--- src/rtl/floor_request_scheduler.sv ---
// Elevator call latch and SCAN scheduler. Holds cabin/hall calls, picks the
// travel direction, drives the one-floor-at-a-time move_req/at_floor handshake
// with the motion FSM and times the door dwell at each stop.
// Handshake: move_req stays high for the whole time the FSM is in MOVE; each
// at_floor pulse received in MOVE is one completed floor of travel, evaluated
// against the latched calls in that same cycle. at_floor outside MOVE is ignored.
module floor_request_scheduler #(
   parameter int NUM_FLOORS  = 4,
   parameter int FLOOR_W     = 2,
   parameter int DOOR_CYCLES = 16
) (
   input  logic                  clk,
   input  logic                  reset,
   input  logic [NUM_FLOORS-1:0] car_req,
   input  logic [NUM_FLOORS-1:0] hall_up,
   input  logic [NUM_FLOORS-1:0] hall_dn,
   input  logic                  door_hold,
   input  logic                  at_floor,
   input  logic [FLOOR_W-1:0]    cur_floor,
   output logic                  move_req,
   output logic                  move_up,
   output logic                  door_open,
   output logic [NUM_FLOORS-1:0] pend_up,
   output logic [NUM_FLOORS-1:0] pend_dn,
   output logic                  idle,
   output logic [1:0]            dbg_state
);

   localparam int TIMER_W = (DOOR_CYCLES > 2) ? $clog2(DOOR_CYCLES) : 1;
   localparam logic [TIMER_W-1:0] TIMER_LOAD = TIMER_W'(DOOR_CYCLES - 1);
   localparam logic [NUM_FLOORS-1:0] ONE_HOT0 = NUM_FLOORS'(1);
   // Top floor has no "up" button, bottom floor has no "down" button.
   localparam logic [NUM_FLOORS-1:0] UP_VALID = {1'b0, {(NUM_FLOORS-1){1'b1}}};
   localparam logic [NUM_FLOORS-1:0] DN_VALID = {{(NUM_FLOORS-1){1'b1}}, 1'b0};
   localparam logic [FLOOR_W-1:0]    TOP_FLOOR = FLOOR_W'(NUM_FLOORS - 1);

   typedef enum logic [1:0] {
      ST_IDLE  = 2'd0,
      ST_MOVE  = 2'd1,
      ST_DWELL = 2'd2
   } state_t;

   state_t                state_q, state_d;
   logic [NUM_FLOORS-1:0] car_q, car_d;
   logic [NUM_FLOORS-1:0] up_q, up_d;
   logic [NUM_FLOORS-1:0] dn_q, dn_d;
   logic                  move_up_q, move_up_d;
   logic [TIMER_W-1:0]    timer_q, timer_d;

   logic [NUM_FLOORS-1:0] all_calls;
   logic [NUM_FLOORS-1:0] floor_mask;
   logic                  calls_above, calls_below;
   logic                  ahead, behind;
   logic                  here_any, here_car, here_dir_hall, here_opp_hall;
   logic                  stop_here;
   logic                  new_match;
   logic                  enter_dwell;

   // Where the latched calls sit relative to the car.
   always_comb begin
      all_calls   = car_q | up_q | dn_q;
      floor_mask  = ONE_HOT0 << cur_floor;
      calls_above = 1'b0;
      calls_below = 1'b0;
      for (int i = 0; i < NUM_FLOORS; i++) begin
         if (i > int'(cur_floor)) calls_above = calls_above | all_calls[i];
         if (i < int'(cur_floor)) calls_below = calls_below | all_calls[i];
      end
      ahead         = move_up_q ? calls_above : calls_below;
      behind        = move_up_q ? calls_below : calls_above;
      here_any      = |(all_calls & floor_mask);
      here_car      = |(car_q & floor_mask);
      here_dir_hall = |((move_up_q ? up_q : dn_q) & floor_mask);
      here_opp_hall = |((move_up_q ? dn_q : up_q) & floor_mask);
      stop_here     = here_car | here_dir_hall | (!ahead && here_opp_hall);
      // A fresh press at the open door that matches the travel direction.
      new_match     = |(car_req & floor_mask) |
                      |((move_up_q ? (hall_up & UP_VALID) : (hall_dn & DN_VALID)) & floor_mask);
   end

   // Next-state, call latching and door timer.
   always_comb begin
      state_d     = state_q;
      car_d       = car_q | car_req;
      up_d        = up_q | (hall_up & UP_VALID);
      dn_d        = dn_q | (hall_dn & DN_VALID);
      move_up_d   = move_up_q;
      timer_d     = timer_q;
      enter_dwell = 1'b0;

      case (state_q)
         ST_IDLE: begin
            if (here_any) begin
               enter_dwell = 1'b1;
            end else if (calls_above) begin
               state_d   = ST_MOVE;
               move_up_d = 1'b1;
            end else if (calls_below) begin
               state_d   = ST_MOVE;
               move_up_d = 1'b0;
            end
         end

         ST_MOVE: begin
            if (at_floor) begin
               if (stop_here) begin
                  enter_dwell = 1'b1;
               end else if (all_calls == '0) begin
                  state_d = ST_IDLE;
               end else if (!ahead) begin
                  move_up_d = ~move_up_q;
               end
            end
         end

         ST_DWELL: begin
            if (new_match) begin
               car_d = car_d & ~floor_mask;
               if (move_up_q) up_d = up_d & ~floor_mask;
               else           dn_d = dn_d & ~floor_mask;
            end
            if (door_hold || new_match) begin
               timer_d = TIMER_LOAD;
            end else if (timer_q != '0) begin
               timer_d = timer_q - 1'b1;
            end else begin
               if (ahead) begin
                  state_d = ST_MOVE;
               end else if (behind) begin
                  state_d   = ST_MOVE;
                  move_up_d = ~move_up_q;
               end else begin
                  state_d = ST_IDLE;
               end
               if (cur_floor == TOP_FLOOR)     move_up_d = 1'b0;
               else if (cur_floor == '0)       move_up_d = 1'b1;
            end
         end

         default: state_d = ST_IDLE;
      endcase

      // Stopping at a floor satisfies the calls there; clears win over same-cycle presses.
      if (enter_dwell) begin
         state_d = ST_DWELL;
         timer_d = TIMER_LOAD;
         car_d   = car_d & ~floor_mask;
         if (move_up_q) up_d = up_d & ~floor_mask;
         else           dn_d = dn_d & ~floor_mask;
         if (!ahead) begin
            up_d      = up_d & ~floor_mask;
            dn_d      = dn_d & ~floor_mask;
            move_up_d = ~move_up_q;
         end
      end
   end

   // State, call and timer registers.
   always_ff @(posedge clk or posedge reset) begin
      if (reset) begin
         state_q   <= ST_IDLE;
         car_q     <= '0;
         up_q      <= '0;
         dn_q      <= '0;
         move_up_q <= 1'b1;
         timer_q   <= '0;
      end else begin
         state_q   <= state_d;
         car_q     <= car_d;
         up_q      <= up_d;
         dn_q      <= dn_d;
         move_up_q <= move_up_d;
         timer_q   <= timer_d;
      end
   end

   assign move_req  = (state_q == ST_MOVE);
   assign door_open = (state_q == ST_DWELL);
   assign move_up   = move_up_q;
   assign pend_up   = car_q | up_q;
   assign pend_dn   = car_q | dn_q;
   assign idle      = (state_q == ST_IDLE) && (all_calls == '0);
   assign dbg_state = state_q;

endmodule
--- config.mk ---
export PLATFORM = sky130hd
export DESIGN_NAME = floor_request_scheduler
export DESIGN_NICKNAME = d
export VERILOG_FILES = /design/src/rtl/floor_request_scheduler.sv
export SDC_FILE = /design/constraint.sdc
export NUM_CORES = 1
export LEC_CHECK = 0
export ABC_AREA = 1
export BUFFER_PORTS_ARGS = -buffer_cell sky130_fd_sc_hd__buf_4
export CAP_MARGIN = 20
export CORE_MARGIN = 2
export CORE_UTILIZATION = 55
export CTS_CLUSTER_SIZE = 20
export DETAILED_ROUTE_END_ITERATION = 10
export MAX_ROUTING_LAYER = met4
export PLACE_DENSITY_LB_ADDON = 0.2
export SETUP_SLACK_MARGIN = 0.2
export SYNTH_ARGS = -nofsm -noshare
export SYNTH_HDL_FRONTEND = slang
export SYNTH_SLANG_ARGS = --single-unit
--- constraint.sdc ---
create_clock -name clk -period 3.1 [get_ports clk]
set_input_delay 0.155 -clock clk [delete_from_list [all_inputs] [get_ports clk]]
set_output_delay 0.155 -clock clk [all_outputs]
set_load 0.05 [all_outputs]
== After elaboration in Yosys (flattened, before gate mapping) ==
Index checks and enable logic that the tools add are counted.

* Add/subtract/negate cells: 1
* $lt $le $gt $ge: 6
* Eq/ne operators: 10
* Shift operators: 1
* Multiplexer cells: 64
* Bitwise gates (word level): 29
* Reduce and logical (&&, ||, !) cells: 18

{| class="wikitable"
|+ Operator list
! operator !! count
|-
| two-way mux 4 bit || 24
|-
| AND 4 bit || 14
|-
| two-way mux 1 bit || 28
|-
| OR reduction 4 bit || 6
|-
| OR 4 bit || 5
|-
| two-way mux 2 bit || 9
|-
| != test 3 bit (second input constant) || 3
|-
| OR 1 bit || 7
|-
| AND reduction 7 bit || 1
|-
| != test 3 x 2 -> 1 bit (second input constant) || 2
|-
| one-hot mux 2 bit (3 select lines) || 1
|-
| equality test 2 bit (second input constant) || 2
|-
| > comparator 2 bit (first input constant) || 2
|-
| zero test 2 bit || 2
|-
| zero test 4 bit || 1
|-
| < comparator 1 x 2 -> 1 bit (first input constant) || 2
|-
| != test 4 bit (second input constant) || 1
|-
| inverter 4 bit || 1
|-
| OR 4 x 3 -> 4 bit || 1
|-
| nonzero test 4 bit || 1
|-
| << shifter 1 x 2 -> 4 bit (first input constant) || 1
|-
| subtractor 4 x 1 -> 4 bit (second input constant) || 1
|-
| != test 3 x 1 -> 1 bit (second input constant) || 1
|-
| one-hot mux 1 bit (3 select lines) || 1
|-
| other kinds (11) || 12
|}

* Register bits: 19
* Input port bits: 18
* Output and inout port bits: 14

== Depth between registers and ports, before layout ==
Gate-level depths: netlist (run 1).

* Depth after elaboration: 18
* Depth in mapped cells: 17
* Gate-level depth less buffers: 15

== Worst setup path after synthesis (run 1) ==
Ideal clock, no wire load.

* Path kind: register to register
* From: register state_q[0], in the netlist dbg_state[0]
* To: register dn_q[0]
* Library setup time: 0.127 ns
* Arrival: 2.095 ns
* Data required time: 2.973 ns
* Slack: 0.879 ns
* Cell stages (with the launch flop): 8
* Buffers on the path: 0
* Cell sequence: dfrtp_1 -> inv_1 -> nor2_1 -> nand3_2 -> nand2_4 -> nand2_2 -> o21ai_1 -> nor2_1

* Elaborated cells on any way between the ends: 11

{| class="wikitable"
|+ RTL lines
! element !! RTL line !! RTL
|-
| start: declaration || 43 || <nowiki>state_t state_q, state_d;</nowiki>
|-
| start signal: assignment || 168 || <nowiki>state_q <= state_d;</nowiki>
|-
| equality test 2 x 1 -> 1 bit || - ||
|-
| named net move_req || 20 || <nowiki>output logic move_req,</nowiki>
|-
| one-hot mux 1 bit (2 select lines) || 91 || <nowiki>case (state_q)</nowiki>
|-
| two-way mux 4 bit || 144 || <nowiki>if (enter_dwell) begin</nowiki>
|-
| named net dn_d[0] || 46 || <nowiki>logic [NUM_FLOORS-1:0] dn_q, dn_d;</nowiki>
|-
| end signal: assignment || 171 || <nowiki>dn_q <= dn_d;</nowiki>
|-
| end: declaration || 46 ||
|}

The timed path passes the listed nets, and every way through them passes these cells. The select of a mux whose other input is x is not followed.
A chain may end at the register's enable or synchronous reset.

== Worst setup path after layout (run 1) ==
* From: register move_up_q, in the netlist move_up
* To: register timer_q[2]

* Word-level cells in the longest chain between the ends: 10
* Elaborated cells on any way between the ends: 25

{| class="wikitable"
|+ RTL lines
! element !! RTL line !! RTL
|-
| start: declaration || 47 || <nowiki>logic move_up_q, move_up_d;</nowiki>
|-
| start signal: assignment || 172 || <nowiki>move_up_q <= move_up_d;</nowiki>
|-
| two-way mux 4 bit, on equally long branches || 73, 74 ||
|-
| AND 4 bit, on equally long branches || 73, 74 ||
|-
| OR reduction 4 bit, on equally long branches || 73, 74 ||
|-
| OR 1 bit / logical AND 1 bit (equally long branches) || 75 || <nowiki>stop_here = here_car | here_dir_hall | (!ahead && here_opp_hall);</nowiki>
|-
| OR 1 bit || 75 ||
|-
| two-way mux 1 bit || 106 || <nowiki>if (stop_here) begin</nowiki>
|-
| two-way mux 1 bit || 105 || <nowiki>if (at_floor) begin</nowiki>
|-
| one-hot mux 1 bit (2 select lines) || 91 ||
|-
| nonzero test 3 bit (no line) / nonzero test 2 bit (equally long branches) || - ||
|-
| AND reduction 2 bit (no line) || - ||
|-
| end signal: assignment || 173 || <nowiki>timer_q <= timer_d;</nowiki>
|-
| end: declaration || 48 || <nowiki>logic [TIMER_W-1:0] timer_q, timer_d;</nowiki>
|}

Several ways; a longest one is shown, not always the timed one. The select of a mux whose other input is x is not followed.

==> results.ini, run 1 <==
[layout]
layout-drive-gt1-share_pct=19.4
syn_to_final_growth_pct=17.9
num-fill-cells=261
mostFrequentLayoutCell=nand2_1
fin_area_um2=1790
final_cells=304
multi_input_area_um2=852
fin_util_pct=66.7
n_antenna_cell=0
nNetsFinal=294
final_cell_mix=nand2_1 (62), inv_1 (37), nor2_1 (30), buf_4 (30), nand3_1 (20)
regArea_um2=477

[pwr]
leakagePower_nw=0.944
power.share.combinational_pct=62.2
power.internal_mw=0.613
powerDensity_nw_per_um2=750
swShare_pct=54.4
peakVddDrop_uv=544
seq_power_share_pct=28.2
clkPwrFrac_pct=9.7
power_switching_mw=0.732
power_mw=1.35

[clocking]
cts_buffer_depth=2
htreeDepth=1
post_cts.repair.setup_buffers=0
cts_sinks=19
worstSkewPairLatency_ps=300
clkTransAtPathRegs_ps=120
cts_tree=done
cts_buffers=3
ctsHoldBuffers=1
cts_resized=0
root_buffer=clkbuf_4

[timing]
tightestPinTransition_ps=729
holdWs_ps=96.7
layout_setup_ws_ps=1070
final-setup-viol-count=0
fin_crit_ps=2030
fin_skew_ps=5.70
tns_ps=0
finalCritPeriodShare_pct=65.4
fmax_ghz=0.493
finalHoldViolations=0
slew_viol_final=0
rsz0062_at_grt=false
max_slew_margin_pct=51.4

[status]
status=completed

[global_routing]
grt-ovfl-total=0
first_global_vias=1439
grt_use_total_pct=25.4
grt_pass1_wl_um=6230
antenna_found_initial=0
grt_max_degree=26

[worst_hold_path]
min_path_cells=3
min_to=car_q[0]$_DFF_PP0_
hold_path_startpoint=car_req[0]
hold_class=in -> reg

[setup_path]
reg2reg_from=move_up$_DFF_PP1_
critical_path_class=reg -> reg
path_max_fanout=13
crit_required_ps=3280
rr_worst_depth=12
end_kind=flop
reg2reg_to=timer_q[2]$_DFFE_PP0P_
cp-start-kind=flop
rrSetupSlack_ps=1070
cp.arrival_ps=2200

[detailed_routing]
routedWlPerCell_um=11.7
via_count=1564
drt_iter0_drc=96
antenna_left=0
routed_wl_um=3560
routed_via_density=5.14
post-route-drc-count=0
first_pass_iters=5

[yosys]
synthCells=242
synth_ff_type=dfrtp_1
synth_area_um2=1520
ys_warn_count=0
seq_area_frac_synth_pct=31.4
yosysUniqueCellTypes=29
avgSynthCellArea_um2=6.28
synth_async_sr_flop_share_pct=100
ys_seq_elements=19
synth-edff-count=0
syn-num-nets=262

[die]
core-area_um2=2690
core.rowCount=19
ios=32
die_h_um=56.6
dieWidth_um=56.6
start_util_pct=56.6
die_area_um2=3200

[placed_design]
port-buffer-count=29
dp.cells=299
place_area_um2=1760
place.gp.congestion=0.920
dpl_worst_slack_ps=1120
dpl.hpwl_um=2780

[run]
maxCapViolCount=0

## worst max-delay path, cell delays in order (launching register included)
cell,delay [ps]
dfstp_2,560
inv_2,120
nand2_1,80
nand2_1,50
o21ai_0,280
inv_1,80
nor2_1,90
nand4_1,100
nand2_1,140
inv_2,80
nand2_1,70
xor2_1,140
o211ai_1,100
## routing by layer
metal  global-route usage (%)  vias up  routed length (µm)
li1                         -      828                   -
met1                     37.7      671                1780
met2                     36.5       61                1520
met3                     3.00        4                 229
met4                     7.14        0                  27
met5                        -        -                   0
## final cells by class
class / count / share of cell area [%]
inverter: 43 / 9.14
clock buffer: 4 / 1.47
timing repair buffer: 31 / 13.1
sequential: 19 / 26.6
multi-input combinational: 176 / 47.5
tap: 31 / 2.16
## sequential cells by signal (all words and copies together) (netlist names)
signal / flops
car_q: 4
dbg_state: 2
dn_q: 4
move_up: 1
timer_q: 4
up_q: 4
## power groups by stage
stage / combinational (mW) / sequential, mW / clock, mW
2_1_floorplan: 0.579 / 0.438 / 0
3_3_place_gp: 0.829 / 0.384 / 0
3_5_place_dp: 0.834 / 0.385 / 0
4_1_cts: 0.839 / 0.379 / 0.133
5_1_grt: 0.924 / 0.390 / 0.151
6_report: 0.836 / 0.379 / 0.130
## how the worst max path moves through the flow
| stage | start | end | slack (ps) | depth (start not counted) |
|---|---|---|---|---|
| after floorplan | dbg_state[0]$_DFFE_PP0P_ | dn_q[0]$_DFF_PP0_ | 880 | 7 |
| after global placement | move_up$_DFF_PP1_ | up_q[1]$_DFF_PP0_ | 1130 | 12 |
| after detailed placement | move_up$_DFF_PP1_ | timer_q[2]$_DFFE_PP0P_ | 1120 | 12 |
| after CTS | move_up$_DFF_PP1_ | timer_q[2]$_DFFE_PP0P_ | 1090 | 12 |
| after global routing | move_up$_DFF_PP1_ | move_up$_DFF_PP1_ | 830 | 15 |
| final | move_up$_DFF_PP1_ | timer_q[2]$_DFFE_PP0P_ | 1070 | 12 |
## synth_stat cells (4+ instances only)
cell type | number | area [µm²]
nand2_1 | 62 | 233
nand3_1 | 20 | 100
inv_1 | 37 | 139
nand4_1 | 4 | 25.0
a21oi_1 | 7 | 35.0
nor3_1 | 5 | 25.0
dfrtp_1 | 18 | 450
inv_2 | 5 | 18.8
o211ai_1 | 5 | 37.5
o21ai_0 | 16 | 80.1
o21ai_1 | 7 | 35.0
nor2_1 | 30 | 113
nand2_2 | 4 | 25.0
## cell families (layout without fill, tap and decap cells)
group	after synthesis	after routing	synth area share, %
simple gates	136	136	40.5
buf+inv	47	78	12.6
compound gates	36	36	12.8
flops	19	19	31.4
fa+ha+maj	2	2	1.65
xor+xnor	2	2	1.15
(Power assumes the default switching activity.)
==> inputs of run 2 (changes only) <==
--- a/config.mk
+++ b/config.mk
@@ -5,11 +5,11 @@
 export SDC_FILE = /design/constraint.sdc
 export NUM_CORES = 1
 export LEC_CHECK = 0
-export ABC_AREA = 1
+export ABC_AREA = 0
 export BUFFER_PORTS_ARGS = -buffer_cell sky130_fd_sc_hd__buf_4
 export CAP_MARGIN = 20
 export CORE_MARGIN = 2
-export CORE_UTILIZATION = 55
+export CORE_UTILIZATION = 49
 export CTS_CLUSTER_SIZE = 20
 export DETAILED_ROUTE_END_ITERATION = 10
 export MAX_ROUTING_LAYER = met4
==> constraint.sdc (replaced) <==
create_clock -name clk -period 1.77 [get_ports clk]
set_input_delay 0.0885 -clock clk [delete_from_list [all_inputs] [get_ports clk]]
set_output_delay 0.0885 -clock clk [all_outputs]
set_load 0.05 [all_outputs]
==> run 2 against run 1 <==
The flow now finishes with violations (DRC, setup timing). Worst hold slack got worse by 63 ps. Synthesized cell count decreased by 25%. Sequential power increased by 78%. Global-route usage is 12 points higher. Fmax decreased by 13%. Non-clock buffer count is 61 higher. Via count increased by 36%. First-iteration DRC count grew to 2.7 times the previous value. Largest cell class unchanged.
==> results.ini, run 2 <==
[yosys]
synth-edff-count=0  ; unchanged
ys_top_cells_by_area=dfrtp_1 (29%), nor2_1 (6.0%), a221oi_1 (3.4%)
synth_commonest_cells=nor2_1 (25), dfrtp_1 (18), nand2_1 (11), a21oi_1 (10), inv_1 (10)
synth.most_common_cell=nor2_1
ys_seq_elements=19  ; unchanged
synthCells=182  ; -25%
seq_area_frac_synth_pct=30.4  ; -0.95 points
syn-num-nets=202  ; -23%
synth_async_sr_flop_share_pct=100  ; unchanged
yosysTopAreaCell=dfrtp_1
synth_ff_type=dfrtp_1
ys_warn_count=0  ; unchanged
synth_area_um2=1570  ; +3.1%
yosysUniqueCellTypes=54  ; +86%
netlist.area_leader.share_pct=28.7  ; -0.90 points
avgSynthCellArea_um2=8.61  ; +37%

[detailed_routing]
post-route-drc-count=1  ; +1
routed_via_density=6.74  ; +31%
via_count=2122  ; +36%
first_pass_iters=10  ; +5
antenna_left=0  ; unchanged
routedWlPerCell_um=21.9  ; +87%
routed_wl_um=6900  ; +94%
drt_iter0_drc=257  ; +170%

[timing]
fmax_ghz=0.430  ; -13%
rsz0062_at_grt=true
finalHoldViolations=0  ; unchanged
tightestPinTransition_ps=815  ; +86.6 ps
slew_viol_final=0  ; unchanged
fin_crit_ps=2330  ; +300 ps
fin_skew_ps=1.75  ; -3.95 ps
layout_setup_ws_ps=-557  ; -1630 ps
max_slew_margin_pct=45.6  ; -5.8 points
finalCritPeriodShare_pct=131  ; +66 points
holdWs_ps=33.4  ; -63.3 ps
final-setup-viol-count=20  ; +20

[setup_path]
crit_required_ps=2010  ; -1270 ps
cp-start-kind=flop
rr_worst_depth=10  ; -2
critical_path_class=reg -> reg
cp.arrival_ps=2560  ; +360 ps
path_max_fanout=4  ; -9
end_kind=flop

[placed_design]
place.gp.congestion=0.899  ; -2.2%
dpl.hpwl_um=4220  ; +52%
dpl_worst_slack_ps=-459  ; -1580 ps
port-buffer-count=29  ; unchanged

[clocking]
cts_buffers=3  ; unchanged
htreeDepth=1  ; unchanged
cts_buffer_depth=2  ; unchanged
cts_sinks=19  ; unchanged
root_buffer=clkbuf_4
clkTransAtPathRegs_ps=120  ; about the same
cts_tree=done
worstSkewPairLatency_ps=310  ; about the same

[layout]
multi_input_area_um2=1260  ; +48%
num-fill-cells=174  ; -33%
final_cell_mix=buf_4 (80), nor2_1 (25), dfrtp_1 (18)
nNetsFinal=292  ; -0.68%
mostFrequentLayoutCell=buf_4
fin_util_pct=85.4  ; +19 points
syn_to_final_growth_pct=66.2
n_antenna_cell=0  ; unchanged
regArea_um2=477  ; unchanged
layout-drive-gt1-share_pct=56.1  ; +37 points

[pwr]
powerDensity_nw_per_um2=1360  ; +81%
peakVddDrop_uv=690  ; +27%
leakagePower_nw=1.12  ; +18%

[global_routing]
grt_pass1_wl_um=9470  ; +52%
grt_use_total_pct=36.9  ; +12 points
antenna_found_initial=0  ; unchanged
grt_max_degree=20  ; -23%
grt-ovfl-total=0  ; unchanged
first_global_vias=1899  ; +32%

[die]
core-area_um2=3050  ; +14%
ios=32  ; unchanged
dieWidth_um=60.6  ; +7.1%
core.rowCount=20  ; +1
die_area_um2=3670  ; +15%
start_util_pct=51.4  ; -5.2 points
die_h_um=60.6  ; +7.1%

[status]
violations=DRC, setup timing
status=finished, violations left

[run]
maxCapViolCount=0  ; unchanged

[worst_hold_path]
hold_class=in -> reg
min_path_cells=3  ; unchanged

-- run 2: cells by family (layout without fill, tap and decap cells) --
kind of cell	after synthesis	after routing	share of synthesized area, %
simple gates	80	80	28.7
compound gates	55	55	26.9
flops	19	19	30.4
buf+inv	17	106	4.95
mux	9	9	7.50
fa+ha+maj	2	2	1.60
-- run 2: cell type report --
class                   count  share of cell area [%]
multi-input cells         146                    48.3
repair buffers             92                    28.8
flip-flops and latches     19                    18.3
well taps                  44                    2.11
inverters                  10                    1.44
clock buffers               3                   0.864
clock inverters             1                   0.192
-- run 2: repair_timing --
| item | CTS | global route |
|---|---|---|
| hold buffers | 1 | 0 |
| resized for setup | 30 | 21 |
| setup buffers | 4 | 6 |
| pin swaps | 16 | 19 |
| endpoints found under the hold margin | 18 | 0 |
| endpoints found under the setup margin | 21 | 21 |
-- run 2: final timing paths --
check	from	endpoint	slack, ps
setup / recovery	move_up$_DFF_PP1_	move_up$_DFF_PP1_	-560
hold / removal	hall_up[0]	up_q[0]$_DFF_PP0_	30
setup reg to reg	move_up$_DFF_PP1_	move_up$_DFF_PP1_	-560
hold reg to reg	dbg_state[0]$_DFFE_PP0P_	dbg_state[1]$_DFFE_PP0P_	600
max in group asynchronous	reset	dbg_state[0]$_DFFE_PP0P_	790
min in group asynchronous	reset	dn_q[1]$_DFF_PP0_	480
-- run 2: layer usage --
layer  track usage, %  part of all wire [%]  vias up  wire length (µm)
met2             57.8                    46      211              3180
met3             6.61                    10       82               687
li1                 -                     -      867                 -
met1             44.7                    35      962              2440
met5                -                     0        -                 0
met4             20.8                   8.5        0               588
-- run 2: power by group --
group | switching (mW) | total (mW) | internal, mW
Clock | 0.154 | 0.239 | 0.0846
Sequential | 0.101 | 0.673 | 0.572
Combinational | 1.49 | 2.63 | 1.13
Total | 1.75 | 3.54 | 1.79
-- run 2: worst max-delay path: stages, from the launching register on --
cell and delay, ps:
dfstp_2 580, buf_4 120, buf_4 100, mux2i_1 220, a32oi_2 110, buf_4 170
a2111oi_2 330, buf_4 180, nor3b_2 160, a211oi_1 90, a32oi_2 200
-- run 2: per-stage QoR --
stage          power [mW]  instance area, µm²  TNS (ps)  std cells
2_1_floorplan        1.82                1610     -6800        182
5_1_grt              3.65                2610     -9380        315
6_report             3.54                2610     -8350        315
3_3_place_gp         2.61                2240     -6230        300
4_1_cts              3.16                2460     -6520        309
3_5_place_dp         2.66                2240     -7030        300
==> inputs of run 3 (changes only) <==
--- a/config.mk
+++ b/config.mk
@@ -13,7 +13,7 @@
 export CTS_CLUSTER_SIZE = 20
 export DETAILED_ROUTE_END_ITERATION = 10
 export MAX_ROUTING_LAYER = met4
-export PLACE_DENSITY_LB_ADDON = 0.2
+export PLACE_DENSITY = 0.75
 export SETUP_SLACK_MARGIN = 0.2
 export SYNTH_ARGS = -nofsm -noshare
 export SYNTH_HDL_FRONTEND = slang
==> run 3 against run 2 <==
Register-to-register slack improved by 20 ps. Non-clock buffer count up 2. Cell count up 0.63%. The run ends with setup timing left.
==> results.ini, run 3 (same netlist as run 2, synthesis figures left out) <==
[status]
status=finished, violations left
violations=setup timing

[setup_path]
end_kind=flop
crit_slowest_cell=dfstp_2
timing.critical_path.mode_cell=buf_4
reg2reg_to=move_up$_DFF_PP1_
cp.buffers_inverters=2  ; -2
rrSetupSlack_ps=-530  ; +20 ps
critical_path_class=reg -> reg
reg2reg_from=move_up$_DFF_PP1_
crit_required_ps=1990  ; -20 ps
rr_worst_depth=8  ; -2
slowest_delay_ps=660  ; +80 ps
worstPathCellList=buf_4 > mux2i_2 > a221oi_2 > a2111oi_2 > buf_4 > nor3b_2 > a211oi_1 > a32oi_1
crit_path_start=move_up$_DFF_PP1_
path_max_fanout=6  ; +2
cp-start-kind=flop
cpLargestDelayFamily=compound AO/OA/AOI/OAI gates
cp.arrival_ps=2520  ; -40 ps

[global_routing]
antenna_found_initial=0  ; unchanged
grt_max_degree=20  ; unchanged
grt-ovfl-total=0  ; unchanged
grt_pass1_wl_um=8850  ; -6.6%
grt_use_total_pct=34.0  ; -2.9 points
first_global_vias=1871  ; -1.5%

[detailed_routing]
routed_via_density=6.22  ; -7.7%
post-route-drc-count=0  ; -1
via_count=1972  ; -7.1%
routed_wl_um=6300  ; -8.7%
drt_iter0_drc=165  ; -36%
antenna_left=0  ; unchanged
routedWlPerCell_um=19.9  ; -9.3%
first_pass_iters=5  ; -5

[timing]
layout_setup_ws_ps=-533  ; +23.7 ps
final-setup-viol-count=20  ; unchanged
max_slew_margin_pct=46.0  ; +0.45 points
finalHoldViolations=0  ; unchanged
fin_crit_ps=2300  ; -23.7 ps
fmax_ghz=0.434  ; +1.0%
slew_viol_final=0  ; unchanged
fin_skew_ps=5.19  ; +3.44 ps
finalCritPeriodShare_pct=130  ; -1.3 points
rsz0062_at_grt=true
tightestPinTransition_ps=809  ; -6.75 ps

[die]
core.rowCount=20  ; unchanged
dieWidth_um=60.6  ; unchanged
core-area_um2=3050  ; unchanged
die_area_um2=3670  ; unchanged
start_util_pct=51.4  ; unchanged
ios=32  ; unchanged
die_h_um=60.6  ; unchanged

[layout]
nNetsFinal=294  ; +0.68%
fin_util_pct=84.4  ; -0.94 points
final_cell_mix=buf_4 (84), nor2_1 (25), dfrtp_1 (18)
multi_input_area_um2=1230  ; -2.5%
fin_area_um2=2580  ; -1.1%
layout-drive-gt1-share_pct=54.6  ; -1.5 points
mostFrequentLayoutCell=buf_4
n_antenna_cell=0  ; unchanged
syn_to_final_growth_pct=64.4
final_cells=317  ; +0.63%
regArea_um2=477  ; unchanged
num-fill-cells=171  ; -1.7%

[placed_design]
dpl.hpwl_um=4170  ; -1.3%
port-buffer-count=29  ; unchanged
dp.cells=299  ; -0.33%
place_area_um2=2230  ; -0.34%
place.gp.congestion=1.01  ; +13%

[run]
maxCapViolCount=0  ; unchanged

[clocking]
root_buffer=clkbuf_4
cts_tree=done
cts_sinks=19  ; unchanged
cts_buffers=3  ; unchanged
htreeDepth=1  ; unchanged
clkTransAtPathRegs_ps=120  ; about the same
cts_buffer_depth=2  ; unchanged
worstSkewPairLatency_ps=310  ; about the same

[worst_hold_path]
min_path_cells=3  ; unchanged
hold_class=in -> reg
min_to=car_q[0]$_DFF_PP0_
hold_path_startpoint=car_req[0]

[pwr]
powerDensity_nw_per_um2=1310  ; -3.2%
peakVddDrop_uv=743  ; +7.6%
leakagePower_nw=1.12  ; -0.12%
power_mw=3.39  ; -4.3%

==> run 3: cell types whose count changed in the layout (fill, tap and decap cells not counted), sizes merged <==
cell,change
clkbuf,+1
clkinv,-1
buf,+2
==> run 3: per-layer routing <==
layer	up-vias	GRT usage [%]	wire, µm	part of all wire [%]
met1	924	43.2	2320	37
met2	140	53.8	3010	48
met4	0	14.3	297	4.7
met5	-	-	0	0
met3	39	5.54	673	11
li1	869	-	-	-
==> run 3: area by class of cell <==
class                   count  area share [%]
clock buffers               4            1.02
inverters                  10            1.46
multi-input cells         146            47.6
flip-flops and latches     19            18.5
well taps                  44            2.14
repair buffers             94            29.3
==> run 3: through the flow <==
stage	setup slack [ps]	hold WS, ps	setup TNS, ps
2_1_floorplan	-433	38.9	-6800
3_3_place_gp	-389	257	-5290
3_5_place_dp	-545	267	-7250
4_1_cts	-420	53.2	-6890
5_1_grt	-572	76.3	-10430
6_report	-533	42.6	-8620
==> run 3: repair_timing <==
item,4_1_cts,5_1_grt
hold endpoints to repair,18,0
endpoints found under the setup margin,20,21
resized for setup,18,24
hold buffers,1,0
setup buffers,6,7
pin swaps,5,7
==> run 3: report_power, final <==
group          internal [mW]  leakage [nW]  switching (mW)
Clock                 0.0879        0.0150           0.151
Sequential             0.572         0.197           0.149
Combinational           1.05         0.904            1.38
==> run 3: how the worst max path moves through the flow <==
stage                     slack, ps  depth (start not counted)                      to
after floorplan                -430                          7       dn_q[1]$_DFF_PP0_
after global placement         -390                          7  timer_q[0]$_DFFE_PP0P_
after detailed placement       -550                          7       up_q[1]$_DFF_PP0_
after CTS                      -420                          7  timer_q[2]$_DFFE_PP0P_
after global routing           -570                          8      car_q[0]$_DFF_PP0_
final                          -530                          8       move_up$_DFF_PP1_
==> run 3: worst register-to-register path: stages (launching register included) <==
cell       delay (ps)
dfstp_2           660
buf_4             170
mux2i_2           240
a221oi_2          120
a2111oi_2         340
buf_4             170
nor3b_2           190
a211oi_1           90
a32oi_1           230
